==> src/rtl/gpr_wb_arbiter.sv <==
// Two-source (ALU/LSU) GPR writeback arbiter with 1-bit round-robin and registered RF write port.
// Optional pending-write scoreboard enabled by defining GPR_WB_SCOREBOARD_EN.
module gpr_wb_arbiter #(
    parameter int DATA_WIDTH   = 32,
    parameter int REG_OP_WIDTH = 5,
    parameter int REG_CNT      = 32
) (
    input  logic                    clock,
    input  logic                    reset,
    input  logic                    alu_valid,
    output logic                    alu_ready,
    input  logic [REG_OP_WIDTH-1:0] alu_rd,
    input  logic [DATA_WIDTH-1:0]   alu_data,
    input  logic                    lsu_valid,
    output logic                    lsu_ready,
    input  logic [REG_OP_WIDTH-1:0] lsu_rd,
    input  logic [DATA_WIDTH-1:0]   lsu_data,
    output logic                    rf_wen,
    output logic [REG_OP_WIDTH-1:0] rf_rd,
    output logic [DATA_WIDTH-1:0]   rf_wdata,
    input  logic                    iss_valid,
    input  logic [REG_OP_WIDTH-1:0] iss_rd,
    output logic [REG_CNT-1:0]      busy
);

    logic                    last_lsu_q, last_lsu_d;
    logic                    rf_wen_q, rf_wen_d;
    logic [REG_OP_WIDTH-1:0] rf_rd_q, rf_rd_d;
    logic [DATA_WIDTH-1:0]   rf_wdata_q, rf_wdata_d;
    logic                    alu_gnt_s, lsu_gnt_s, xfer_s;
    logic [REG_OP_WIDTH-1:0] wb_rd_s;
    logic [DATA_WIDTH-1:0]   wb_data_s;

    // Grant selection; readies are forced low while reset is asserted.
    always_comb begin
        alu_gnt_s = 1'b0;
        lsu_gnt_s = 1'b0;
        if (!reset) begin
            alu_gnt_s = 1'b0;
            lsu_gnt_s = 1'b0;
        end else begin
            case ({alu_valid, lsu_valid})
                2'b11: begin
                    alu_gnt_s = last_lsu_q;
                    lsu_gnt_s = ~last_lsu_q;
                end
                2'b10:   alu_gnt_s = 1'b1;
                2'b01:   lsu_gnt_s = 1'b1;
                default: begin
                    alu_gnt_s = 1'b0;
                    lsu_gnt_s = 1'b0;
                end
            endcase
        end
    end

    assign alu_ready = alu_gnt_s;
    assign lsu_ready = lsu_gnt_s;
    assign xfer_s    = alu_gnt_s | lsu_gnt_s;
    assign wb_rd_s   = lsu_gnt_s ? lsu_rd : alu_rd;
    assign wb_data_s = lsu_gnt_s ? lsu_data : alu_data;

    // Next-state for the round-robin pointer and the registered write port.
    always_comb begin
        last_lsu_d = last_lsu_q;
        rf_wen_d   = 1'b0;
        rf_rd_d    = rf_rd_q;
        rf_wdata_d = rf_wdata_q;
        if (xfer_s) begin
            last_lsu_d = lsu_gnt_s;
            rf_rd_d    = wb_rd_s;
            rf_wdata_d = wb_data_s;
            rf_wen_d   = (wb_rd_s != {REG_OP_WIDTH{1'b0}});
        end else begin
            rf_wen_d   = 1'b0;
        end
    end

    // Pointer resets to "LSU last" so the ALU wins the first contended cycle.
    always_ff @(posedge clock or negedge reset) begin
        if (!reset) begin
            last_lsu_q <= 1'b1;
            rf_wen_q   <= 1'b0;
            rf_rd_q    <= {REG_OP_WIDTH{1'b0}};
            rf_wdata_q <= {DATA_WIDTH{1'b0}};
        end else begin
            last_lsu_q <= last_lsu_d;
            rf_wen_q   <= rf_wen_d;
            rf_rd_q    <= rf_rd_d;
            rf_wdata_q <= rf_wdata_d;
        end
    end

    assign rf_wen   = rf_wen_q;
    assign rf_rd    = rf_rd_q;
    assign rf_wdata = rf_wdata_q;

`ifdef GPR_WB_SCOREBOARD_EN
    logic [REG_CNT-1:0] busy_q, busy_d;

    // Issue set takes priority over a same-cycle writeback clear; entry 0 never tracks.
    always_comb begin
        busy_d = busy_q;
        for (int i = 1; i < REG_CNT; i++) begin
            busy_d[i] = (iss_valid && (iss_rd == REG_OP_WIDTH'(i))) |
                        (busy_q[i] & ~(rf_wen_d && (wb_rd_s == REG_OP_WIDTH'(i))));
        end
        busy_d[0] = 1'b0;
    end

    // Scoreboard state register.
    always_ff @(posedge clock or negedge reset) begin
        if (!reset) begin
            busy_q <= {REG_CNT{1'b0}};
        end else begin
            busy_q <= busy_d;
        end
    end

    assign busy = busy_q;
`else
    logic unused_iss_s;

    assign unused_iss_s = iss_valid ^ (^iss_rd);
    assign busy         = {REG_CNT{1'b0}};
`endif

endmodule

==> config.mk <==
export PLATFORM = sky130hd
export DESIGN_NAME = gpr_wb_arbiter
export DESIGN_NICKNAME = d
export VERILOG_FILES = /design/src/rtl/gpr_wb_arbiter.sv
export SDC_FILE = /design/constraint.sdc
export NUM_CORES = 1
export LEC_CHECK = 0
export BUFFER_PORTS_ARGS = -buffer_cell sky130_fd_sc_hd__buf_2
export CAP_MARGIN = 15
export CORE_MARGIN = 2
export CORE_UTILIZATION = 44
export CTS_CLUSTER_DIAMETER = 60
export DETAILED_ROUTE_END_ITERATION = 8
export GPL_TIMING_DRIVEN = 0
export MAX_ROUTING_LAYER = met4
export PLACE_DENSITY = 0.82
export REMOVE_ABC_BUFFERS = 1
export SYNTH_ARGS = -nofsm -noshare
export SYNTH_HDL_FRONTEND = slang
export SYNTH_SLANG_ARGS = --single-unit
==> constraint.sdc <==
create_clock -name clock -period 2.09 [get_ports clock]
set_input_delay 0.418 -clock clock [delete_from_list [all_inputs] [get_ports clock]]
set_output_delay 0.418 -clock clock [all_outputs]
set_load 0.01 [all_outputs]
==> metrics.txt <==
most common cell after layout, fill and taps aside buf_2; clock tree root driver cell clkbuf_8; status completed; Die W approximately 75 um; RR Startpoint last_lsu_q; max-cap viol count 0; clk sinks 39; hold_buf cts 0; antenna viol nets, final 0; Starting DRT DRC Count 94; Critical Path Fanout Max 18; Top cell by count, worst path nor2_1; final worst path period need a little under 2 ns; crit share post-route 95.0%; CP Class flip-flop to output port; post-route insts no fill about 430; R2R depth 4; DRT Wirelength 5510 um; Critical-path top delay cell dfstp_2; largest net degree at the start of global routing 45; Synth cell types 21; number of diodes 0; P_int 1.40 mW; commonest non-fill, non-tap cells in the layout buf_2 (116), nor2_1 (40), a31oi_1 (38), dfrtp_1 (38), nand3_1 (37); Inst Count DP ~420; I/O pins approximately 160; routability cong. 0.733; Switch Pwr around 0.64 mW; die area between 0.005 and 0.006 sq mm; TritonRoute pass-1 iters 4; Hold Path Class input pin to asynchronous set/reset pin; RR Endpoint rf_wdata[14]; Slew Limit Fails 0; measured slew at the worst slew-check pin around 0.8 ns; RSZ-0062 raised after global routing no; total CTS buffers 5; # fillers 470; WL per Instance between 10 and 15 um; area growth from synthesis to layout 25.9%; relative slew slack between 40% and 50%; grt total ovfl 0; CTS tree built; footprint of the multi-input gates 962 sq um; Placeable Area ~0.0048 sq mm; Worst path max stage delay about 0.55 ns; FP Rows 25; Yosys reg bits 39; register area 977 sq um; Post-DP HPWL between 3000 and 4000 um; clk slew on worst S/H paths 0.07 ns; H-tree level count 2; Sw Ratio a little under a third; Final Hold Fails 0; power density cells roughly 730 mW/mm^2; Layout Skew 0.00285 ns; final setup violation count 0; r2r setup slk ~0.38 ns; GRT Util Overall about a fifth; nets@finish around 450; IO Port Bufs 117; synthesized area approximately 0.0022 sq mm; Hold Slack roughly 0.040 ns; first-pass GRT wire length about 8600 um; via count around 2200; fmax 504 MHz; yosys warns 0; Worst setup SP type flip-flop; Seq/Total Area, Yosys 44.1%; Vias/cell a little over 5; initial cell density of the core between 40% and 50%; initial antenna violation count 0; Flop pwr share 44.9%; worst skew pair latency around 0.28 ns; layout cells sized above 1 36.7%; Clk network pwr share approximately 27%; # DRC 0; Syn Area/Cell between 8 and 9 sq um; Required @ worst endpoint around 1.7 ns; worst vdd ir about 0.47 mV; CP Cell Sequence and2_2, nor2_1, nor2_1, buf_2; die height between 70 and 80 um; crit path DAT 1.57 ns; vias in the first global route between 1500 and 2000; Longest Clk Path Bufs 2; Gate power share about 28%; total power approximately 2 mW; Lkg Pwr between 1 and 1.5 nW; Post-Route Utilization slightly below 60%; Worst setup EP type output port; Cells after Synth around 260
[stage by stage]
| stage | instance area, sq um | TNS [ns] | setup WS [ns] |
|---|---|---|---|
| global placement | 2600 | -49.69 | -1.33 |
| global route | 2790 | 0 | 0.00326 |
| CTS | 2790 | 0 | 0.0847 |
| finish | 2790 | 0 | 0.105 |
| floorplan | 1930 | 0 | 0.0822 |
| detailed placement | 2680 | -14.95 | -0.677 |
[layer usage]
metal	global-route usage [%]	up-vias	routed length [um]
li1	-	1060	-
met4	5.95	0	76
met3	4.42	8	454
met5	-	-	0
met2	36.5	113	2750
met1	22.8	1018	2220
[cell families (layout without fill, tap and decap cells)]
group           Yosys count  count (layout)  synth area share, %
other cells               1              32                0.169
flops                    39              39                 44.1
buf+inv                  56             128                 18.1
simple gates             85              85                 17.4
compound gates           78              78                 20.2
[cell type report]
cell class	instances	area share, %
Multi-Input combinational cell	195	34.5
Timing Repair Buffer	120	23.9
Sequential cell	39	35.0
Tap cell	67	3.00
Clock buffer	8	3.59
[what timing repair did]
| action | 4_1_cts | 5_1_grt |
|---|---|---|
| gates resized for setup | 4 | 0 |
| setup endpoints to repair | 40 | 0 |
| setup buffers | 0 | 0 |
[synthesized netlist by cell type]
master | count | area share, %
nor2_1 | 40 | 6.8
a31oi_1 | 38 | 11
dfrtp_1 | 38 | 43
buf_4 | 37 | 13
nand3_1 | 37 | 8.4
o21ai_0 | 28 | 6.3
buf_2 | 11 | 2.5
o21ai_1 | 10 | 2.3
buf_6 | 5 | 2.5
clkbuf_1 | 3 | 0.51
or4_1 | 2 | 0.68
a211oi_2 | 1 | 0.56
and2_1 | 1 | 0.28
and2_4 | 1 | 0.40
conb_1 | 1 | 0.17
dfstp_2 | 1 | 1.2
nand2_1 | 1 | 0.17
nand2_2 | 1 | 0.28
nor3_1 | 1 | 0.23
nor4_1 | 1 | 0.28
o21a_1 | 1 | 0.34
[power by group through the flow]
| stage | Combinational (mW) | Clock (mW) | Sequential [mW] |
|---|---|---|---|
| floorplan | 0.230 | 0 | 0.981 |
| global placement | 0.531 | 0 | 0.927 |
| detailed placement | 0.574 | 0 | 0.929 |
| CTS | 0.578 | 0.573 | 0.915 |
| global route | 0.642 | 0.597 | 0.930 |
| finish | 0.573 | 0.550 | 0.915 |
[how the worst max path moves through the flow]
stage               start           end  slack, ns  cells past startpoint
2_1_floorplan   alu_valid      rf_rd[0]       0.08                      2
3_3_place_gp        reset  rf_wdata[31]      -1.33                      3
3_5_place_dp        reset     alu_ready      -0.68                      5
4_1_cts        last_lsu_q     alu_ready       0.08                      4
5_1_grt        last_lsu_q     alu_ready      0.003                      4
6_report       last_lsu_q     alu_ready       0.10                      4
[critical path, delay by kind of cell (launching register included)]
family	cells	cell delay, ns
flip-flops	1	0.55
buffers and inverters	1	0.13
AND/OR/NAND/NOR	3	0.59
[flip-flops by register name, indices dropped and copies added (netlist names)]
register    cells
rf_wdata       32
rf_rd           5
rf_wen          1
last_lsu_q      1
Power figures use the tool's default switching activity.
